--- src/rtl/input_port_buffer.sv ---
// Router input stage: flit FIFO with XY route lock held from head to tail flit.
// Optional feature: define INPORT_ERRCNT_EN to count malformed flits dropped while idle.
module input_port_buffer #(
  parameter logic [3:0] addr_sw = 4'b0000,
  parameter int         DEPTH   = 4
) (
  input  logic        clk,
  input  logic        rst,
  input  logic [31:0] flit_in,
  input  logic        valid_in,
  output logic        ready_out,
  output logic [31:0] flit_out,
  output logic        valid_out,
  output logic [4:0]  req,
  input  logic        grant,
  output logic [7:0]  err_cnt
);

  localparam int AW = $clog2(DEPTH);
  localparam logic [AW:0] FULL_CNT = (AW + 1)'(DEPTH);

  // state | meaning
  // IDLE  | no route held; front flit is routed or dropped if malformed
  // ROUTED| route locked; flits forwarded on grant until tail/single leaves
  localparam logic [0:0] ST_IDLE   = 1'b0;
  localparam logic [0:0] ST_ROUTED = 1'b1;

  localparam logic [1:0] T_SINGLE = 2'b00;
  localparam logic [1:0] T_HEAD   = 2'b01;
  localparam logic [1:0] T_TAIL   = 2'b11;

  logic [31:0] mem [DEPTH];
  logic [AW-1:0] wr_ptr, rd_ptr;
  logic [AW:0]   count;
  logic [0:0]    state;
  logic [4:0]    req_q;

  logic [31:0] front;
  logic [1:0]  front_type;
  logic        empty, full, push, pop, drop, is_head, is_close;
  logic [4:0]  route_req;

  always_comb begin
    front      = mem[rd_ptr];
    front_type = front[31:30];
    empty      = (count == '0);
    full       = (count == FULL_CNT);
    is_head    = (front_type == T_SINGLE) || (front_type == T_HEAD);
    is_close   = (front_type == T_SINGLE) || (front_type == T_TAIL);
    ready_out  = !full;
    valid_out  = (state == ST_ROUTED) && !empty;
    flit_out   = front;
    req        = req_q;
    push       = valid_in && !full;
    drop       = (state == ST_IDLE) && !empty && !is_head;
    pop        = (valid_out && grant) || drop;
  end

  // XY dimension-order routing: resolve X first, then Y, else local
  always_comb begin
    route_req = 5'b10000;
    if (front[29:28] > addr_sw[3:2])      route_req = 5'b00010;
    else if (front[29:28] < addr_sw[3:2]) route_req = 5'b01000;
    else if (front[27:26] > addr_sw[1:0]) route_req = 5'b00100;
    else if (front[27:26] < addr_sw[1:0]) route_req = 5'b00001;
  end

  always_ff @(posedge clk) begin
    if (push) mem[wr_ptr] <= flit_in;
  end

  always_ff @(posedge clk) begin
    if (rst) begin
      wr_ptr <= '0;
      rd_ptr <= '0;
      count  <= '0;
      state  <= ST_IDLE;
      req_q  <= '0;
    end else begin
      if (push) wr_ptr <= wr_ptr + AW'(1);
      if (pop)  rd_ptr <= rd_ptr + AW'(1);
      case ({push, pop})
        2'b10:   count <= count + (AW + 1)'(1);
        2'b01:   count <= count - (AW + 1)'(1);
        default: count <= count;
      endcase
      case (state)
        ST_IDLE: begin
          if (!empty && is_head) begin
            state <= ST_ROUTED;
            req_q <= route_req;
          end
        end
        default: begin
          // A stray head inside a packet is forwarded without releasing the lock
          if (valid_out && grant && is_close) begin
            state <= ST_IDLE;
            req_q <= '0;
          end
        end
      endcase
    end
  end

`ifdef INPORT_ERRCNT_EN
  logic [7:0] err_q;
  always_ff @(posedge clk) begin
    if (rst)                          err_q <= '0;
    else if (drop && err_q != 8'hFF)  err_q <= err_q + 8'd1;
  end
  assign err_cnt = err_q;
`else
  assign err_cnt = 8'h00;
`endif

endmodule

--- config.mk ---
export PLATFORM = sky130hd
export DESIGN_NAME = input_port_buffer
export DESIGN_NICKNAME = d
export VERILOG_FILES = /design/src/rtl/input_port_buffer.sv
export SDC_FILE = /design/constraint.sdc
export NUM_CORES = 1
export LEC_CHECK = 0
export CORE_MARGIN = 2
export CORE_UTILIZATION = 52
export DETAILED_ROUTE_END_ITERATION = 8
export PLACE_DENSITY = 0.8
export SLEW_MARGIN = 10
export SYNTH_ARGS = -nofsm -noshare
export SYNTH_HDL_FRONTEND = slang
export SYNTH_SLANG_ARGS = --single-unit
export TNS_END_PERCENT = 20
--- constraint.sdc ---
create_clock -name clk -period 4 [get_ports clk]
set_input_delay 0.8 -clock clk [delete_from_list [all_inputs] [get_ports clk]]
set_output_delay 0.8 -clock clk [all_outputs]
set_load 0.005 [all_outputs]
==> results.txt <==
----------------------------------------------------
[Run status]
  Status ... finished clean

[Pwr]
  Power density of the placed cells ... 655 nW/um^2
  Internal cell power ... about 0.0033 W
  Flop pwr share ... 0.427
  Static Leakage ... 2.23 nW
  Max IR drop VDD ... 0.541 mV
  Relative contribution of combinational cells to total power ... 0.227
  Switching part of the total ... 0.253
  Share of total power in the clock network ... 0.345
  Net switching power figure ... 0.00113 W

[Die]
  Die Y-Extent ... approximately 110 um
  Width of the die ... about 110 um
  Io pins ... between 80 and 90
  Initial core utilization ... 0.531
  Std-Cell Core Area ... 10200 um^2
  Die area ... 11200 um^2
  Cell Rows ... 37

[Clock tree]
  Clock tree sinks ... roughly 140
  Number of H-tree levels ... 4
  Maximum clock insertion buffer count ... 2
  CTS buffer count ... 17
  Buffers inserted during post-CTS setup optimization ... 0
  CTS hold repair buffers ... 0
  Clock Latency Late Sink ... 0.52 ns
  Clock root cell ... sky130_fd_sc_hd__clkbuf_8
  Clock input transition at the sequential cells of the worst setup and hold paths ... 0.06 ns
  Resized cells post-CTS ... 0
  TritonCTS clock tree ... built

[Detailed routing]
  Uppermost signal routing layer after detailed routing ... met4
  Remaining design rule violation count ... 0
  WL met3 ... between 500 and 600 um
  Metal2 WL ... 4830 um
  DRT Wirelength ... 9530 um
  Routed via count ... 2659
  Number of nets still failing antenna checks after routing ... 0
  Initial DRC Count ... 178
  Routed metal-1 wirelength ... 4080 um
  Pre-antenna DRT Iters ... 4
  DR WL/cell ... about 19 um
  Number of vias per cell ... 5.42

[STA]
  Number of endpoints failing setup at the final stage ... 0
  Fraction of the cycle the final worst path needs ... 0.830
  Upper clock frequency limit ... between 0.3 and 0.4 GHz
  Relative max-transition margin ... 0.393
  Worst-Margin Slew ... 0.911 ns
  Fin crit period ... 3.32 ns
  Unrepaired setup endpoints after global routing ... no
  Final hold vios ... 0
  Setup clock skew after layout ... 0.00727 ns
  Number of pins exceeding their max-slew limit in the final report ... 0
  Setup TNS Final ... 0 ns

[Synthesis]
  Share of the synthesized area in the top cell type ... 0.711
  Syn Inst Count ... 260
  Count of distinct cell types in the synthesized netlist ... 33
  Biggest area contributors in the synthesized netlist ... sky130_fd_sc_hd__edfxtp_1 (71%), sky130_fd_sc_hd__mux4_2 (13%), sky130_fd_sc_hd__dfxtp_1 (4.8%)
  Post-synthesis sequential element count ... between 100 and 150
  Post-synthesis sequential area ratio ... 0.759
  Netlist area before placement ... 5400 um^2
  Dominant cell type by area after synthesis ... sky130_fd_sc_hd__edfxtp_1
  Number of warnings issued by yosys ... 0
  Mean area per synthesized cell ... 20.8 um^2

[Final layout]
  Final net count ... 387
  Diodes inserted ... 0
  Area added between synthesis and finish ... 25.9%
  Final non-filler cell total ... 491
  Share of layout cells above drive strength 1 ... 0.208

[Worst setup path]
  Longest individual stage delay on the worst path ... 0.64 ns
  CP arrival ... between 2 and 3 ns
  Cell-by-cell trace of the critical path ... buf_4 > mux4_2 > clkdlybuf4s50_1
  Count of buffering cells on the critical path with inverters included ... 2
  Slowest cell on the critical path ... sky130_fd_sc_hd__mux4_2
  Crit Path Max Fanout ... 30
  Kind of cell adding the most delay to the critical path ... buffers and inverters
  Critical Path Start Type ... register
  Category of the worst setup path capture point ... primary output
  Setup slack of the worst register-to-register path ... 0.88 ns
  Required time at the endpoint of the critical path ... between 3 and 4 ns
  Category of the most critical setup path ... reg2out

[GRT]
  Global-route wire length before repair ... 15100 um
  Total grt overflow ... 0
  Antenna violations before repair ... 0
  Number of global-route vias before repair ... 2817
  Largest net degree at the start of global routing ... 33
  All-Layer GR Usage ... 0.185

[Worst hold path]
  Worst min path class ... reg2reg

[Placement]
  Port Buffers ... 72
  Placed cell count ... 460
  Routability cong. ... approximately 0.74
  Detailed Place HPWL ... 5600 um

[Flow run]
  Max Cap Violations ... 0

----------------------------------------------------
power by group through the flow:
stage	clock (W)	combinational, W	sequential [W]
4_1_cts	0.00157	0.00103	0.00191
3_3_place_gp	0	0.00100	0.00192
3_5_place_dp	0	0.00102	0.00193
6_report	0.00154	0.00101	0.00190
2_1_floorplan	0	0.000603	0.00189
5_1_grt	0.00164	0.00110	0.00192
cells by family after synthesis:
| logic type | share of synthesized area |
|---|---|
| AO/OA/AOI/OAI | 0.0160 |
| XOR/XNOR | 0.00811 |
| adder cells (fa/ha/maj) | 0.0199 |
| buffers and inverters | 0.0313 |
| flip-flops | 0.759 |
| multiplexers | 0.133 |
| other | 0.000694 |
| AND/OR/NAND/NOR | 0.0313 |
path summary, 6_finish.rpt:
kind / from / end / depth (start not counted)
worst max-delay path: register / flit_out[28] / 3
worst min register to register: req[1]$_SDFFE_PP0P_ / req[1]$_SDFFE_PP0P_ / 2
worst min-delay path: req[1]$_SDFFE_PP0P_ / req[1]$_SDFFE_PP0P_ / 2
worst max register to register: register / count[2]$_SDFFE_PP0P_ / 10
Yosys cell counts:
cell                       number
sky130_fd_sc_hd__edfxtp_1     128
sky130_fd_sc_hd__mux4_2        32
sky130_fd_sc_hd__buf_4         13
sky130_fd_sc_hd__dfxtp_1       13
sky130_fd_sc_hd__inv_1         10
sky130_fd_sc_hd__nor2_1         9
sky130_fd_sc_hd__ha_1           7
sky130_fd_sc_hd__a21oi_1        6
sky130_fd_sc_hd__nand2_1        6
sky130_fd_sc_hd__and3_1         4
sky130_fd_sc_hd__buf_2          3
sky130_fd_sc_hd__xnor2_1        3
sky130_fd_sc_hd__clkbuf_1       2
sky130_fd_sc_hd__nor3_1         2
sky130_fd_sc_hd__nor3_2         2
sky130_fd_sc_hd__o21ai_0        2
sky130_fd_sc_hd__xor2_1         2
sky130_fd_sc_hd__a211o_1        1
sky130_fd_sc_hd__a211oi_1       1
sky130_fd_sc_hd__a211oi_2       1
sky130_fd_sc_hd__a21oi_2        1
sky130_fd_sc_hd__a311oi_1       1
sky130_fd_sc_hd__and2_1         1
sky130_fd_sc_hd__buf_6          1
sky130_fd_sc_hd__conb_1         1
sky130_fd_sc_hd__fa_1           1
sky130_fd_sc_hd__nand2b_1       1
sky130_fd_sc_hd__nand3_1        1
sky130_fd_sc_hd__nand3b_1       1
sky130_fd_sc_hd__nor2b_1        1
sky130_fd_sc_hd__or3_1          1
sky130_fd_sc_hd__or3_4          1
sky130_fd_sc_hd__or3b_1         1
sequential cells by signal, indices dropped and copies added (netlist names), named ones only:
signal  cells
count       3
rd_ptr      2
req         3
wr_ptr      2
state       1
mem       128
tightest hold or removal path: stages (launching register included):
cell	delay, ns
sky130_fd_sc_hd__dfxtp_1	0.31
sky130_fd_sc_hd__nand2_1	0.05
sky130_fd_sc_hd__a21oi_1	0.05
layer usage:
layer | vias up | GRT usage
li1 | 1193 | -
met1 | 1362 | 0.239
met2 | 94 | 0.298
met3 | 10 | 0.0699
met4 | 0 | 0.0479
met5 | - | 0
cell type report:
class	count	area, um^2
tap	136	170
inverter	10	37.5
sequential	141	4110
timing repair buffer	74	736
clock inverter	13	164
clock buffer	18	418
fill	689	3380
multi-input combinational	99	1170
stage by stage:
stage | cell area (um^2) | worst slack (ns) | hold WS (ns) | total power (W) | util
finish | 6800 | 0.679 | 0.453 | 0.00445 | 0.668
global route | 6800 | 0.512 | 0.490 | 0.00466 | 0.668
CTS | 6800 | 0.604 | 0.453 | 0.00451 | 0.668
detailed placement | 6220 | 0.854 | 0.447 | 0.00295 | 0.611
global placement | 6220 | 0.981 | 0.442 | 0.00292 | 0.611
floorplan | 5440 | 0.822 | 0.448 | 0.00249 | -
layout by cell type, fill, tap and decap left out, types with 6 or more instances in the layout:
| master | count |
|---|---|
| sky130_fd_sc_hd__edfxtp_1 | 128 |
| sky130_fd_sc_hd__clkdlybuf4s50_1 | 72 |
| sky130_fd_sc_hd__mux4_2 | 32 |
| sky130_fd_sc_hd__clkbuf_16 | 16 |
| sky130_fd_sc_hd__dfxtp_1 | 11 |
| sky130_fd_sc_hd__inv_1 | 10 |
| sky130_fd_sc_hd__conb_1 | 10 |
| sky130_fd_sc_hd__nor2_1 | 9 |
| sky130_fd_sc_hd__ha_1 | 7 |
| sky130_fd_sc_hd__nand2_1 | 6 |
| sky130_fd_sc_hd__a21oi_1 | 6 |
No activity file was read; power rests on OpenSTA's default activity.
